[config.mk]
export PLATFORM = sky130hd
export DESIGN_NAME = mult_iter
export DESIGN_NICKNAME = d
export VERILOG_FILES = /design/src/rtl/mult_iter.sv
export SDC_FILE = /design/constraint.sdc
export NUM_CORES = 1
export LEC_CHECK = 0
export ABC_AREA = 1
export CORE_MARGIN = 2
export CORE_UTILIZATION = 40
export DETAILED_ROUTE_END_ITERATION = 6
export PLACE_DENSITY = 0.57
export RECOVER_POWER = 25
export SYNTH_ARGS = -nofsm -noshare
export SYNTH_HDL_FRONTEND = slang
export SYNTH_SLANG_ARGS = --single-unit
export TNS_END_PERCENT = 100
[constraint.sdc]
create_clock -name clk -period 2.9 [get_ports clk]
set_input_delay 0.87 -clock clk [delete_from_list [all_inputs] [get_ports clk]]
set_output_delay 0.87 -clock clk [all_outputs]
set_load 0.1 [all_outputs]
[src/rtl/mult_iter.sv]
// rtl/mult_iter.sv - iterative signed/unsigned multiplier, STEP multiplier bits per cycle
module mult_iter #(
    parameter int N    = 16,
    parameter int M    = 16,
    parameter int STEP = 1
) (
    input  logic             clk,
    input  logic             rstn,
    input  logic             in_vld,
    output logic             in_rdy,
    input  logic             is_signed,
    input  logic [N-1:0]     mult1,
    input  logic [M-1:0]     mult2,
    output logic             res_vld,
    input  logic             res_rdy,
    output logic [N+M-1:0]   res
);

    localparam int W  = N + M;
    localparam int C  = M / STEP;
    localparam int CW = $clog2(C + 1);

    // An uneven STEP would leave multiplier bits unconsumed, so refuse to build.
    if ((STEP < 1) || (M % STEP != 0)) begin : g_bad_step
        $error("mult_iter: STEP must divide M exactly");
    end

    typedef enum logic [1:0] {
        IDLE,
        BUSY,
        DONE
    } state_t;

    state_t          state;
    logic [W-1:0]    mcand;
    logic [M-1:0]    mplier;
    logic [W-1:0]    acc;
    logic [CW-1:0]   cnt;
    logic            neg;

    logic [N-1:0]    mag1;
    logic [M-1:0]    mag2;
    logic [W-1:0]    step_prod;
    logic [W-1:0]    acc_next;

    // Operand magnitudes; the most negative value negates to itself, which read
    // unsigned is exactly 2^(width-1).
    always_comb begin
        mag1 = mult1;
        mag2 = mult2;
        if (is_signed && mult1[N-1]) mag1 = ~mult1 + N'(1);
        if (is_signed && mult2[M-1]) mag2 = ~mult2 + M'(1);
    end

    // One partial product per cycle; mcand is pre-shifted so no variable shifter is needed.
    always_comb begin
        step_prod = mcand * W'(mplier[STEP-1:0]);
        acc_next  = acc + step_prod;
    end

    // Control FSM with registered handshake outputs and result.
    always_ff @(posedge clk) begin
        if (!rstn) begin
            state   <= IDLE;
            in_rdy  <= 1'b1;
            res_vld <= 1'b0;
            res     <= '0;
            acc     <= '0;
            cnt     <= '0;
            neg     <= 1'b0;
            mcand   <= '0;
            mplier  <= '0;
        end else begin
            case (state)
                IDLE: begin
                    if (in_vld) begin
                        mcand  <= W'(mag1);
                        mplier <= mag2;
                        neg    <= is_signed & (mult1[N-1] ^ mult2[M-1]);
                        acc    <= '0;
                        cnt    <= '0;
                        in_rdy <= 1'b0;
                        state  <= BUSY;
                    end
                end
                BUSY: begin
                    if (cnt == CW'(C)) begin
                        res     <= neg ? (~acc + W'(1)) : acc;
                        res_vld <= 1'b1;
                        state   <= DONE;
                    end else begin
                        acc    <= acc_next;
                        mcand  <= mcand << STEP;
                        mplier <= mplier >> STEP;
                        cnt    <= cnt + CW'(1);
                    end
                end
                DONE: begin
                    if (res_rdy) begin
                        res_vld <= 1'b0;
                        in_rdy  <= 1'b1;
                        state   <= IDLE;
                    end
                end
                default: begin
                    res_vld <= 1'b0;
                    in_rdy  <= 1'b1;
                    state   <= IDLE;
                end
            endcase
        end
    end

endmodule

# == Word-level counts from Yosys, hierarchy flattened ==
# Cells that the tools add are included.
# W data, S select, Z words.
# word_totals
out_inout_bits,34
wordCells,64
register_bits,122
inputBits,37
# classes
muxes,25
mul,1
addsub,5
n_reduce_logical,10
n_bitwise,7
eq_ne,7
# ops
cell,count
$mux W32,5
$pmux W32 S2,2
$mux W16,4
$add A16 B1 Y16 const B,2
$add A32 B1 Y32 const B,1
$add A32 B32 Y32,1
$mul A32 B1 Y32,1
$not A16 Y16,2
$not A32 Y32,1
$pmux W16 S2,1
$reduce_and A3 Y1,4
$mux W5,2
$pmux W5 S2,1
$ne A2 B2 Y1 const B,4
$mux W2,3
$pmux W1 S3,2
$pmux W2 S3,1
$add A5 B1 Y5 const B,1
$eq A5 B5 Y1 const B,1
$mux W1,4
$reduce_and A2 Y1,2
$eq A2 B1 Y1 const B,1
$eq A2 B2 Y1 const B,1
$logic_and A1 B1 Y1,2
5 further kinds,6

# == Depth between registers and ports, before layout ==
# Gate-level depths: netlist of the first run.
# depth
word_depth,5
mapped_depth,17

# == Worst setup path after synthesis of the first run ==
# Ideal clock, no wire load.
# synth_timing
kind,register -> register
start,register mplier[0]
end,register acc[16]
synth_period_minus_slack_ns,2.366
stages_incl_launch_ff,18
t_arrival_ns,2.234
t_required_ns,2.768
n_path_buf,2
setup_slack_ns,0.534
setup_time_ns,0.132
path_cell_list,dfxtp_1 > clkbuf_1 > clkbuf_1 > nand2_1 > inv_1 > ha_1 > inv_1 > fa_1 > inv_1 > nand3_1 > nand3_1 > nand2_1 > nand2_1 > inv_1 > o21ai_0 > nand2_1 > nand3_1 > a21oi_1
# synth_via
elab_chain_cells,4
# synth_lines
element,line,source
start: declaration,36,logic [M-1:0] mplier;
start signal: assignment,78,mplier <= mag2;
start signal: assignment,94,mplier <= mplier >> STEP;
$mul A32 B1 Y32,57,step_prod = mcand * W'(mplier[STEP-1:0]);
$add A32 B32 Y32,58,acc_next = acc + step_prod;
$mux W32,87,if (cnt == CW'(C)) begin
$pmux W32 S2,74,case (state)
end signal: assignment,92,acc <= acc_next;
end: declaration,37,logic [W-1:0] acc;
# No other way between the ends. The select of a mux whose other input is x is not followed.
# A chain may end at the register's enable or synchronous reset.

# == Worst setup path after layout of the first run ==
# layout_timing
start,register res[20]
end,output res[20]
# layout_rtl
element,line,source
start: declaration,16,output logic [N+M-1:0] res
start signal: assignment,88,res <= neg ? (~acc + W'(1)) : acc;
# No word-level cell between the ends.

==> results of run 1 <==
## final timing paths
path	startpoint	end	slack, ns	cells past startpoint
worst max-delay path	res[20]	res[20]	0.35	1
worst min-delay path	mcand[31]	mcand[31]	0.46	2
worst max register to register	cnt[0]	res[13]	0.38	10
worst min register to register	mcand[31]	mcand[31]	0.46	2
## state kept, by name, indices dropped and copies added, names as in the netlist
signal and count:
cnt 5, acc 32, state 2, in_rdy 1
neg 1, res_vld 1, mplier 16, mcand 32
res 32
## where the power goes
part | total, W | internal (W) | switching [W]
Combinational | 0.000537 | 0.000187 | 0.000349
Sequential | 0.00177 | 0.00173 | 0.0000407
Clock | 0.00237 | 0.00152 | 0.000855
## logic make-up (layout without fill, tap and decap cells)
kind of cell / after synthesis / count (layout) / share of synthesized area (%)
compound gates: 261 / 261 / 15.8
buf+inv: 279 / 349 / 12.7
xor+xnor: 33 / 33 / 3.29
flops: 122 / 122 / 27.8
fa+ha+maj: 37 / 37 / 5.35
simple gates: 734 / 734 / 35.1
## cell type report
cell class                      count  area share, %
Clock buffer                       20           4.58
Clock inverter                     12           1.83
Inverter                          233           8.66
Multi-Input combinational cell   1065           51.2
Sequential cell                   122           24.0
Tap cell                          280           3.44
Timing Repair Buffer               84           6.29
## cell usage after synthesis, drive strengths merged (6+ instances only)
master  instances
nand3b          6
nand4          15
a21oi         142
o21bai          6
o21a            9
o21ai          79
nor3           18
nand2         470
buf            22
xor2           24
xnor2           9
dfxtp         122
clkbuf         24
nand3         107
a31oi          13
inv           229
nor2          110
ha             36
or2             7
## per-stage QoR
step                hold slack [ns]  setup slack [ns]  utilization (%)  cell area [um^2]
floorplan                     0.439             0.534                -              8800
CTS                           0.469             0.489             47.6             10300
detailed placement            0.457             0.202             44.6              9670
global route                  0.495             0.140             47.0             10200
global placement              0.452             0.236             44.6              9670
finish                        0.462             0.353             47.0             10200
## routing by layer
layer | global-route usage, % | up-vias
met1 | 31.6 | 3999
met5 | 0 | -
met4 | 8.68 | 0
li1 | - | 4784
met3 | 3.16 | 34
met2 | 35.0 | 186
==> summary.md, run 1 <==
| Metric | Value |
|---|---|
| Status | `finished clean` |
| Pleak | `5.05 nW` |
| Dpl hpwl | `between 15,000 and 20,000 um` |
| Post-synthesis sequential element count | `about 120` |
| Commonest non-fill, non-tap cells in the layout | `468 x nand2_1, 223 x inv_1, 142 x a21oi_1` |
| Initial antenna violation count | `0` |
| Crit-path slowest cell | `clkbuf_1` |
| RSZ-0062 raised after global routing | `false` |
| Top cell type's share of synthesized area | `between 20% and 30%` |
| CTS buffer count | `17` |
| GRT Total Usage | `22.5%` |
| Clk_skew | `between 0.01 and 0.015 ns` |
| CTS Root Cell | `clkbuf_16` |
| H-tree Lvls | `4` |
| Max Fclk | `between 0.3 and 0.4 GHz` |
| Initial DRC count | `around 470` |
| Fin. Hold Viols | `0` |
| Period utilization | `about 88%` |
| Most common cell after layout, fill and taps aside | `nand2_1` |
| Nets | `roughly 1,600` |
| # rows | `54` |
| Placed Cells incl. Taps | `~1,800` |
| Grt ovf | `0` |
| GPL Wtd Cong | `just under 0.9` |
| Final setup TNS | `0 ns` |
| DRT Pass-1 Iters | `6` |
| Die area | `roughly 0.023 mm^2` |
| DRC Markers | `0` |
| Starting Density | `around two fifths` |
| Sequential cell area fraction in the yosys report | `between 20 and 30%` |
| Main synth FF type | `dfxtp_1` |
| Setup Buffers After CTS | `0` |
| WL per Instance | `~14 um` |
| CORE AREA | `about 0.022 mm^2` |
| Vias in the first global route | `~8,400` |
| CTS clk-pin slew, worst paths | `0.06 ns` |
| Hold WC Path Type | `reg2reg` |
| Crit path kind | `reg2out` |
| VDD IR-drop max | `about 0.31 mV` |
| Slew Limit Fails | `0` |
| Post-Route M1 WL | `approximately 13,000 um` |
| WL met3 | `slightly above 1000 um` |
| Crit path capture type | `output port` |
| Largest area contributor in the netlist | `dfxtp_1` |
| CTS Sinks | `roughly 120` |
| Crit-path max FO | `2` |
| Clock Tree Buf Depth | `2` |
| CTS tree | `done` |
| Pwr Total | `between 0.004 and 0.005 W` |
| CTS resizes | `0` |
| DIE WIDTH | `~150 um` |
| WL final | `26,000 um` |
| Critical-path cell list | `clkbuf_1` |
| Multi-input logic area | `about 0.0052 mm^2` |
| N_diodes | `0` |
| Worst Path Buf+Inv | `1` |
| Slew headroom | `between 10% and 20%` |
| First-pass GRT wire length | `42,400 um` |
| Req. time, crit path | `around 2.0 ns` |
| Filler cells | `around 2,300` |
| Cells after Synth | `1,466` |
| Routed vias | `about 9,000` |
| Share of cells above drive strength 1 | `under 10%` |
| Crit start category | `register` |
| Final min period | `2.55 ns` |
| Share of synthesized registers carrying an async set or reset | `0%` |
| Register Area | `0.00244 mm^2` |
| Post-Syn Area | `roughly 0.0088 mm^2` |
| Met2 wire len | `11,200 um` |
| Syn nets | `roughly 1,500` |
| Finished Layout Cells | `~1,800` |
| Final Setup Violations | `0` |
| Library cells used by synthesis | `39` |
| Die Y | `152 um` |
| Antenna Violating Nets Remaining | `0` |
| Largest net degree at the start of global routing | `between 50 and 60` |
| CP top delay family | `buffers and inverters` |
| Max cap viols | `0` |
| Worst skew pair latency | `about 0.42 ns` |
| Hold Buf Count CTS | `0` |
| IO Pins | `around 70` |
| CP peak stage delay | `slightly below 0.9 ns` |
| Top post-synthesis cells by area | `dfxtp_1 28%, nand2_1 20%, inv_1 9.5%` |
| Yosys Warn Count | `0` |
| Highest metal used | `met4` |
| Layout area overhead | `15.8%` |
| Synthesized area per cell | `between 5 and 6 um^2` |
| Port bufs | `70` |
| Drt via density | `~5.0` |
| Crit path DAT | `around 1.7 ns` |
| Slew @ Worst Pin | `1.23 ns` |
| P per Cell Area | `approximately 460 mW/mm^2` |
| Post-synth EDFFs | `0` |
(Power assumes the default switching activity.)
==> inputs of run 2 (changes only) <==
--- a/config.mk
+++ b/config.mk
@@ -14,4 +14,3 @@
 export SYNTH_ARGS = -nofsm -noshare
 export SYNTH_HDL_FRONTEND = slang
 export SYNTH_SLANG_ARGS = --single-unit
-export TNS_END_PERCENT = 100
==> results of run 2 <==
No change in the layout: final DEF, timing and power equal those of run 1.
